`src/rtl/shift_seq_pkg.sv`:
```
// Shared types and register select encodings for the shift sequencer and the
// universal shift register it drives.
package shift_seq_pkg;

  typedef enum logic [1:0] {
    IDLE,
    LOAD,
    SHIFT,
    DONE
  } state_t;

  localparam logic [1:0] SEL_HOLD  = 2'b00;
  localparam logic [1:0] SEL_LEFT  = 2'b01;
  localparam logic [1:0] SEL_RIGHT = 2'b10;
  localparam logic [1:0] SEL_LOAD  = 2'b11;

endpackage

```
`src/rtl/shift_sequencer.sv`:
```
// Loads a word into the downstream universal shift register, shifts it out WIDTH
// times and reassembles the serial stream, giving an end-to-end loopback result.
module shift_sequencer
  import shift_seq_pkg::*;
#(
  parameter int unsigned WIDTH = 5,
  parameter logic        FILL  = 1'b0
) (
  input  logic             clk,
  input  logic             rst,
  input  logic             tx_valid,
  output logic             tx_ready,
  input  logic [WIDTH-1:0] tx_data,
  input  logic             tx_dir,
  input  logic             hold,
  output logic [1:0]       sel,
  output logic [WIDTH-1:0] par_out,
  output logic             si_out,
  input  logic             so_in,
  output logic             rx_valid,
  input  logic             rx_ready,
  output logic [WIDTH-1:0] rx_data,
  output logic             busy
);

  localparam int unsigned CW = $clog2(WIDTH + 1);

  state_t           state_q, state_d;
  logic [CW-1:0]    count_q, count_d;
  logic [WIDTH-1:0] data_q, data_d;
  logic             dir_q, dir_d;
  logic [WIDTH-1:0] rx_q, rx_d;

  always_ff @(posedge clk) begin
    if (rst) begin
      state_q <= IDLE;
      count_q <= '0;
      data_q  <= '0;
      dir_q   <= 1'b0;
      rx_q    <= '0;
    end else begin
      state_q <= state_d;
      count_q <= count_d;
      data_q  <= data_d;
      dir_q   <= dir_d;
      rx_q    <= rx_d;
    end
  end

  always_comb begin
    state_d = state_q;
    count_d = count_q;
    data_d  = data_q;
    dir_d   = dir_q;
    rx_d    = rx_q;
    unique case (state_q)
      IDLE: begin
        if (tx_valid) begin
          data_d  = tx_data;
          dir_d   = tx_dir;
          state_d = LOAD;
        end
      end
      LOAD: begin
        count_d = '0;
        rx_d    = '0;
        state_d = SHIFT;
      end
      SHIFT: begin
        if (!hold) begin
          // so_in is the bit leaving the register on this edge
          rx_d    = dir_q ? {so_in, rx_q[WIDTH-1:1]} : {rx_q[WIDTH-2:0], so_in};
          count_d = count_q + CW'(1);
          if (count_q == CW'(WIDTH - 1)) begin
            state_d = DONE;
          end
        end
      end
      DONE: begin
        if (rx_ready) begin
          state_d = IDLE;
        end
      end
      default: state_d = IDLE;
    endcase
  end

  // Control outputs are forced idle while rst is high, whatever the current state.
  always_comb begin
    sel      = SEL_HOLD;
    tx_ready = 1'b0;
    rx_valid = 1'b0;
    busy     = 1'b0;
    if (!rst) begin
      busy = (state_q != IDLE);
      unique case (state_q)
        IDLE:    tx_ready = 1'b1;
        LOAD:    sel = SEL_LOAD;
        SHIFT:   sel = hold ? SEL_HOLD : (dir_q ? SEL_RIGHT : SEL_LEFT);
        DONE:    rx_valid = 1'b1;
        default: sel = SEL_HOLD;
      endcase
    end
  end

  assign par_out = data_q;
  assign si_out  = FILL;
  assign rx_data = rx_q;

endmodule
```
`config.mk`:
```
export PLATFORM = sky130hd
export DESIGN_NAME = shift_sequencer
export DESIGN_NICKNAME = d
export VERILOG_FILES = /design/src/rtl/shift_seq_pkg.sv /design/src/rtl/shift_sequencer.sv
export SDC_FILE = /design/constraint.sdc
export NUM_CORES = 1
export LEC_CHECK = 0
export BUFFER_PORTS_ARGS = -buffer_cell sky130_fd_sc_hd__buf_2
export CORE_ASPECT_RATIO = 0.9
export CORE_MARGIN = 5
export CORE_UTILIZATION = 48
export CTS_CLUSTER_DIAMETER = 200
export DETAILED_ROUTE_END_ITERATION = 8
export GPL_TIMING_DRIVEN = 0
export HOLD_SLACK_MARGIN = 0.08
export PLACE_DENSITY = 0.77
export SLEW_MARGIN = 20
export SYNTH_ARGS = -nofsm -noshare
export SYNTH_HDL_FRONTEND = slang
export SYNTH_SLANG_ARGS = --single-unit
```
`constraint.sdc`:
```
create_clock -name clk -period 1.9 [get_ports clk]
set_input_delay 0.38 -clock clk [delete_from_list [all_inputs] [get_ports clk]]
set_output_delay 0.38 -clock clk [all_outputs]
set_load 0.005 [all_outputs]
```
==> impl_metrics.yaml, run 1 <==
routing:
  drtIter0Drc: 9
  vias: 759
  drt-pass1-iter-count: 4
  drc: 0
  final_antenna_net_count: 0
  vias_per_cell: 4.99
  wl_per_cell_um: 11.9
  routed_wl_um: 1810
clock_network:
  clk_latency_ns: 0.29
  cts_hold_buffers: 0
  clockRootBuffer: "clkbuf_4"
  post_cts_buffers: 0
  clk_pin_slew_ns: 0.09
  clockBufferDepth: 2
  cts_buffers: 3
  cts.sinks: 16
  htree_levels: 1
  cts_tree: "done"
global_route:
  antenna_found_initial: 0
  grt_pass1_wl_um: 2910
  overflow: 0
  grt_max_degree: 11
  grt_util_all_layers: 0.144
  grt_pass1_vias: 720
worst_setup_path:
  end_kind: "output port"
  crit_chain: "inv_2 -> ha_4 -> nor2b_4 -> a21oi_1 -> nor2_1 -> buf_2"
  crit_slowest_cell: "dfxtp_2"
  critPathKind: "reg2out"
  slowest_delay_ns: 0.35
  path_delay_family: "flip-flops"
  crit_arrival_ns: 1.40
  cp_data_required_time_ns: 1.52
  crit_fanout: 6
  critPathBufInv: 2
  worstSetupStartpointType: "flip-flop"
logic_synthesis:
  yosysMostFrequentCell: "dfxtp_1"
  syn_area_per_cell_um2: 8.37
  yosysWarnings: 0
  synth.distinct_cells: 23
  syn-num-nets: 118
  synth_area_leaders: "dfxtp_1 (38%), ha_1 (9.0%), mux2i_1 (7.2%)"
  synth_edf_count: 0
  synth_top_area_frac: 0.383
  netlist_instances: 100
  yosysTopAreaCell: "dfxtp_1"
  synthTopCellsByCount: "dfxtp_1 (16), nand2_1 (12), nor2_1 (12)"
  ys_seq_elements: 16
  synth_flop_cell: "dfxtp_1"
  yosysSeqAreaShare: 0.383
  syn_area_um2: 837
  async_flop_share: 0
layout:
  final_core_util: 0.637
  area_growth_pct: 26.6
  antenna_cells: 0
  final_nets: 147
  drive_above_1_share: 0.320
  design_area_um2: 1060
  fillCellCount: 142
sta:
  finalCriticalPeriod_ns: 1.78
  setup_violations: 0
  post-route-period-util: 0.938
  skew_ns: 0.00568
  max_freq_ghz: 0.561
  rsz0062_at_grt: "false"
  layout_setup_ws_ns: 0.118
  worstMarginPinSlew_ns: 0.539
  relSlewSlack: 0.641
  fin_tns_setup_ns: 0
  hold_ws_ns: 0.330
  maxSlewViolCount: 0
  finalHoldViolCount: 0
worst_hold_path:
  hp-class: "in2reg"
outcome:
  outcome: "finished clean"
pwr:
  ir_worst_vdd_v: 0.000632
  leakage_uw: 0.000461
  power-per-cell-area_nw_per_um2: 1160
floorplanning:
  ios: 28
  rows: 14
  initial_utilization: 0.503
  fp.dieH_um: 49.6
  die_w_um: 54.0
  core_area_um2: 1660
  dieArea_um2: 2680
placed_design:
  port-buffer-count: 25
  dp_hpwl_um: 1330
  placed_area_um2: 992
  pre_cts_ws_ns: 0.215
  gp_congestion: 0.773
flow_run:
  maxCapViolCount: 0
[worst paths after layout]
path	startpoint	end	slack (ns)	cells after the start
max	state_q[0]$_SDFFE_PP0P_	sel[1]	0.12	6
min	tx_data[0]	par_out[0]$_SDFFE_PP0P_	0.33	3
max reg2reg	state_q[1]$_SDFFE_PP0P_	state_q[1]$_SDFFE_PP0P_	0.28	5
min reg2reg	par_out[3]$_SDFFE_PP0P_	par_out[3]$_SDFFE_PP0P_	0.46	2
[worst reg2reg max path: cells and delay by family, from the launching register on]
family          cells  cell delay, ns
compound gates      1            0.52
fa+ha+maj           1            0.20
buf+inv             1            0.10
flops               1            0.38
mux                 1            0.27
simple gates        1            0.05
[cell usage in the layout (no fill, tap or decap), drive strengths merged, types with 4 or more instances in the layout]
cell / count
dfxtp: 16
a21oi: 10
nand3: 7
clkbuf: 5
mux2i: 6
nand2: 12
nor2b: 4
a2bb2oi: 5
ha: 6
nor2: 12
inv: 7
buf: 29
[stage by stage]
step                      total power, uW  cells
after floorplan                       780    100
after global placement                903    149
after detailed placement              924    149
final                                1230    152
after global routing                 1330    152
after CTS                            1160    153
[area by class of cell]
class	instances	area (um^2)	area share
inverters	8	31.3	0.0295
plain buffers	5	45.0	0.0425
repair buffers	25	125	0.118
clock buffers	4	36.3	0.0342
flip-flops and latches	16	323	0.305
multi-input cells	70	469	0.443
well taps	24	30.0	0.0283
[flip-flops by register name (all words and copies together) (netlist names)]
name / count
state_q: 2
par_out: 5
dir_q: 1
count_q: 3
rx_data: 5
[per-layer routing]
metal | GRT usage | routed length, um | vias up
met5 | 0 | 0 | -
met4 | 0.0249 | 8 | 0
met3 | 0.0663 | 151 | 2
met2 | 0.242 | 843 | 19
met1 | 0.165 | 810 | 347
li1 | - | - | 391
[cell families (layout without fill, tap and decap cells)]
family | after synthesis | in the layout | synth area share
flops | 16 | 16 | 0.383
fa+ha+maj | 6 | 6 | 0.0897
buf+inv | 14 | 42 | 0.0957
mux | 6 | 6 | 0.0718
compound gates | 19 | 19 | 0.149
simple gates | 38 | 38 | 0.206
other cells | 1 | 1 | 0.00448
[where the power goes]
part,total [uW],leakage (uW),internal (uW),switching (uW)
sequential,425,0.000131,386,39.2
combinational,582,0.000309,257,325
clock,226,0.0000210,117,109
[what timing repair did]
item | CTS | global route
resized for setup | 3 | 6
hold endpoints to repair | 0 | 0
endpoints found under the setup margin | 2 | 4
Note: power is estimated with default switching activity, not from simulation.
==> run 2: changes to the inputs <==
--- a/config.mk
+++ b/config.mk
@@ -14,7 +14,7 @@
 export GPL_TIMING_DRIVEN = 0
 export HOLD_SLACK_MARGIN = 0.08
 export PLACE_DENSITY = 0.77
-export SLEW_MARGIN = 20
+export REMOVE_ABC_BUFFERS = 1
 export SYNTH_ARGS = -nofsm -noshare
 export SYNTH_HDL_FRONTEND = slang
 export SYNTH_SLANG_ARGS = --single-unit
==> impl_metrics.yaml, run 2 (synthesis results as in run 1) <==
layout:
  antenna_cells: 0
  final_nets: 143
  design_area_um2: 1020
  drive_above_1_share: 0.306
  area_growth_pct: 21.8
  final_common_cell: "buf_2"
  mostFrequentLayoutCells: "buf_2 (26), dfxtp_1 (14), nor2_1 (12), nand2_1 (12), a21oi_1 (10)"
clock_network:
  clockBufferDepth: 2
  cts_hold_buffers: 0
  cts_tree: "done"
  clk_latency_ns: 0.29
  clk_pin_slew_ns: 0.10
  clockRootBuffer: "clkbuf_4"
  post_cts_buffers: 0
  htree_levels: 1
  cts.sinks: 16
  cts_buffers: 3
global_route:
  grt_pass1_wl_um: 3080
  grt_max_degree: 21
  overflow: 0
  antenna_found_initial: 0
  grt_pass1_vias: 702
  grt_util_all_layers: 0.153
sta:
  maxSlewViolCount: 0
  post-route-period-util: 0.942
  finalHoldViolCount: 0
  setup_violations: 0
  skew_ns: 0.00709
  finalCriticalPeriod_ns: 1.79
  fin_tns_setup_ns: 0
  max_freq_ghz: 0.558
  rsz0062_at_grt: "false"
routing:
  vias_per_cell: 4.95
  drt-pass1-iter-count: 4
  drtIter0Drc: 5
  drc: 0
  final_antenna_net_count: 0
  wl_per_cell_um: 12.6
  vias: 733
  routed_wl_um: 1860
worst_setup_path:
  end_kind: "output port"
  r2r_start: "state_q[1]$_SDFFE_PP0P_"
  crit_fanout: 6
  reg2reg_setup_slack_ns: 0.32
  r2r_end: "state_q[1]$_SDFFE_PP0P_"
  worstSetupStartpointType: "flip-flop"
  cp_data_required_time_ns: 1.52
  crit_arrival_ns: 1.41
  ff2ff_path_depth: 5
  critPathKind: "reg2out"
outcome:
  outcome: "finished clean"
floorplanning:
  die_w_um: 54.0
  core_area_um2: 1660
  initial_utilization: 0.503
  ios: 28
  fp.dieH_um: 49.6
  dieArea_um2: 2680
  rows: 14
flow_run:
  maxCapViolCount: 0
pwr:
  leakage_uw: 0.000440
  power-per-cell-area_nw_per_um2: 1200
  ir_worst_vdd_v: 0.000809
placed_design:
  port-buffer-count: 26
  dp_hpwl_um: 1340
  placed_area_um2: 948
  gp_congestion: 0.752
worst_hold_path:
  hp-start: "tx_data[3]"
  hold_depth: 3
  hp-class: "in2reg"
  hold_end: "par_out[3]$_SDFFE_PP0P_"
[run 2: layout make-up]
cell class                      count  area [um^2]
Fill cell                         171          644
Multi-Input combinational cell     70          469
Sequential cell                    16          323
Timing Repair Buffer               26          130
Clock buffer                        4         36.3
Inverter                            8         31.3
Tap cell                           24         30.0
[run 2: worst max path at each step]
stage                                  startpoint                 endpoint
after floorplan           state_q[0]$_SDFFE_PP0P_  state_q[1]$_SDFFE_PP0P_
after global placement    state_q[0]$_SDFFE_PP0P_  state_q[1]$_SDFFE_PP0P_
after detailed placement  state_q[0]$_SDFFE_PP0P_  state_q[1]$_SDFFE_PP0P_
after CTS                 state_q[0]$_SDFFE_PP0P_                   sel[0]
after global routing      state_q[0]$_SDFFE_PP0P_                   sel[1]
final                     state_q[0]$_SDFFE_PP0P_                   sel[1]
[run 2: per-layer routing]
layer | vias up | wire length (um) | global-route usage
li1 | 382 | - | -
met1 | 326 | 846 | 0.188
met2 | 25 | 859 | 0.252
met3 | 0 | 155 | 0.0572
met4 | 0 | 0 | 0.0249
met5 | - | 0 | 0
[run 2: stage by stage]
stage,total power (uW),std cells,hold WS (ns),util,worst slack [ns]
floorplan,762,94,0.434,-,0.342
global placement,888,144,0.441,0.570,0.202
detailed placement,915,144,0.450,0.570,0.162
CTS,1230,148,0.326,0.611,0.0251
global route,1320,148,0.327,0.613,0.0121
finish,1230,148,0.329,0.613,0.109
[run 2: report_power, final]
group          switching [uW]  internal [uW]  total, uW
Clock                     109            117        226
Sequential               51.3            386        437
Combinational             315            250        565
[run 2: repair_timing]
| action | 4_1_cts | 5_1_grt |
|---|---|---|
| pin swaps | 0 | 0 |
| setup endpoints to repair | 2 | 2 |
| gates resized for setup | 6 | 3 |
[run 2: critical path, cell delays in order (launching register included)]
cell	delay, ns
dfxtp_2	0.36
inv_2	0.10
ha_4	0.17
nor2b_4	0.18
a21oi_1	0.08
nor2_1	0.10
buf_2	0.12
==> run 3: changes to the inputs <==
--- a/config.mk
+++ b/config.mk
@@ -7,13 +7,14 @@
 export LEC_CHECK = 0
 export BUFFER_PORTS_ARGS = -buffer_cell sky130_fd_sc_hd__buf_2
 export CORE_ASPECT_RATIO = 0.9
-export CORE_MARGIN = 5
-export CORE_UTILIZATION = 48
+export CORE_MARGIN = 4
+export CORE_UTILIZATION = 51
+export CTS_BUF_LIST = sky130_fd_sc_hd__clkbuf_8
 export CTS_CLUSTER_DIAMETER = 200
 export DETAILED_ROUTE_END_ITERATION = 8
 export GPL_TIMING_DRIVEN = 0
 export HOLD_SLACK_MARGIN = 0.08
-export PLACE_DENSITY = 0.77
+export PLACE_DENSITY = 0.81
 export REMOVE_ABC_BUFFERS = 1
 export SYNTH_ARGS = -nofsm -noshare
 export SYNTH_HDL_FRONTEND = slang
==> impl_metrics.yaml, run 3 (synthesis results as in run 1) <==
floorplanning:
  initial_utilization: 0.559
  fp.dieH_um: 46.4
  dieArea_um2: 2350
  rows: 13
  die_w_um: 50.7
  ios: 28
  core_area_um2: 1500
pwr:
  leakage_uw: 0.000452
  internal-power_uw: 819
  p_total_uw: 1300
  netSwitchingPower_uw: 485
  seqPwrFrac: 0.332
  pwr-share-clk: 0.230
  combPwrFrac: 0.438
  power-per-cell-area_nw_per_um2: 1250
  swShare: 0.372
  ir_worst_vdd_v: 0.000868
layout:
  multiInputGateArea_um2: 469
  fillCellCount: 136
  final_core_util: 0.696
  antenna_cells: 0
  final_common_cell: "buf_2"
  drive_above_1_share: 0.296
  mostFrequentLayoutCells: "buf_2 (26), dfxtp_1 (16), nor2_1 (12), nand2_1 (12), a21oi_1 (10)"
  area_growth_pct: 24.4
  final_nets: 144
  seq_area_um2: 320
sta:
  fin_tns_setup_ns: 0
  setup_violations: 0
  finalHoldViolCount: 0
  rsz0062_at_grt: "false"
  max_freq_ghz: 0.560
  relSlewSlack: 0.642
  worstMarginPinSlew_ns: 0.537
  post-route-period-util: 0.940
  maxSlewViolCount: 0
  finalCriticalPeriod_ns: 1.79
  skew_ns: 0.00222
global_route:
  overflow: 0
  grt_max_degree: 21
  grt_pass1_vias: 635
  grt_util_all_layers: 0.152
  grt_pass1_wl_um: 2670
  antenna_found_initial: 0
worst_setup_path:
  crit_arrival_ns: 1.41
  crit_slowest_cell: "dfxtp_1"
  cp_data_required_time_ns: 1.52
  critPathKind: "reg2out"
  slowest_delay_ns: 0.42
  crit_chain: "inv_1 -> ha_4 -> nand2b_1 -> nor2_1 -> buf_2"
  worstSetupStartpointType: "flip-flop"
  end_kind: "output port"
  crit_fanout: 8
clock_network:
  clockBufferDepth: 2
  htree_levels: 1
  clockRootBuffer: "clkbuf_8"
  clk_pin_slew_ns: 0.06
  clk_latency_ns: 0.25
  cts_tree: "done"
  cts.sinks: 16
  cts_buffers: 3
placed_design:
  dp_hpwl_um: 1170
  port-buffer-count: 26
  gp_congestion: 0.731
flow_run:
  maxCapViolCount: 0
routing:
  routed_wl_um: 1800
  drc: 0
  wl_per_cell_um: 12.3
  drt-pass1-iter-count: 4
  drtIter0Drc: 21
  final_antenna_net_count: 0
  vias: 739
  vias_per_cell: 5.03
outcome:
  outcome: "finished clean"
worst_hold_path:
  hp-class: "in2reg"
## run 3: metrics by stage
| step | setup WS [ns] | instances | area [um^2] | hold slack [ns] |
|---|---|---|---|---|
| floorplan | 0.342 | 94 | 788 | 0.434 |
| CTS | 0.00525 | 146 | 1000 | 0.375 |
| global route | 0.0122 | 147 | 1040 | 0.389 |
| global placement | 0.206 | 142 | 946 | 0.440 |
| detailed placement | 0.143 | 142 | 946 | 0.445 |
| finish | 0.113 | 147 | 1040 | 0.378 |
## run 3: cell type report
type | count | area share
tap | 22 | 0.0264
multi-input combinational | 70 | 0.451
timing repair buffer | 27 | 0.132
inverter | 8 | 0.0300
clock buffer | 4 | 0.0529
sequential | 16 | 0.308
## run 3: worst max-delay path, delay by kind of cell, from the launching register on
family | cells | cell delay [ns]
flip-flops | 1 | 0.42
buffers and inverters | 2 | 0.23
AND/OR/NAND/NOR | 2 | 0.18
adder cells (fa/ha/maj) | 1 | 0.33
## run 3: per-layer routing
metal / wire [um] / share of wire / vias to the layer above / global-route usage
li1: - / - / 384 / -
met1: 833 / 0.46 / 320 / 0.191
met2: 769 / 0.43 / 30 / 0.237
met3: 165 / 0.092 / 5 / 0.0356
met4: 32 / 0.018 / 0 / 0.0968
met5: 0 / 0 / - / 0
## run 3: power groups by stage
stage                     Combinational, uW  Clock, uW  Sequential (uW)
after floorplan                         336          0              426
after global placement                  459          0              428
after detailed placement                470          0              433
after CTS                               477        305              425
after global routing                    635        323              440
final                                   572        300              433
## run 3: path summary, 6_finish.rpt
| path | depth (start not counted) | end | slack (ns) | start |
|---|---|---|---|---|
| max reg2reg | 5 | state_q[1]$_SDFFE_PP0P_ | 0.25 | state_q[1]$_SDFFE_PP0P_ |
| min reg2reg | 2 | par_out[2]$_SDFFE_PP0P_ | 0.45 | par_out[2]$_SDFFE_PP0P_ |
| max | 5 | sel[1] | 0.11 | state_q[1]$_SDFFE_PP0P_ |
| min | 3 | par_out[4]$_SDFFE_PP0P_ | 0.38 | tx_data[4] |
## run 3: repair_timing
| item | 4_1_cts | 5_1_grt |
|---|---|---|
| pin swaps | 0 | 1 |
| setup buffers | 0 | 1 |
| hold buffers | 0 | 0 |
| endpoints found under the setup margin | 2 | 4 |
| gates resized for setup | 1 | 6 |
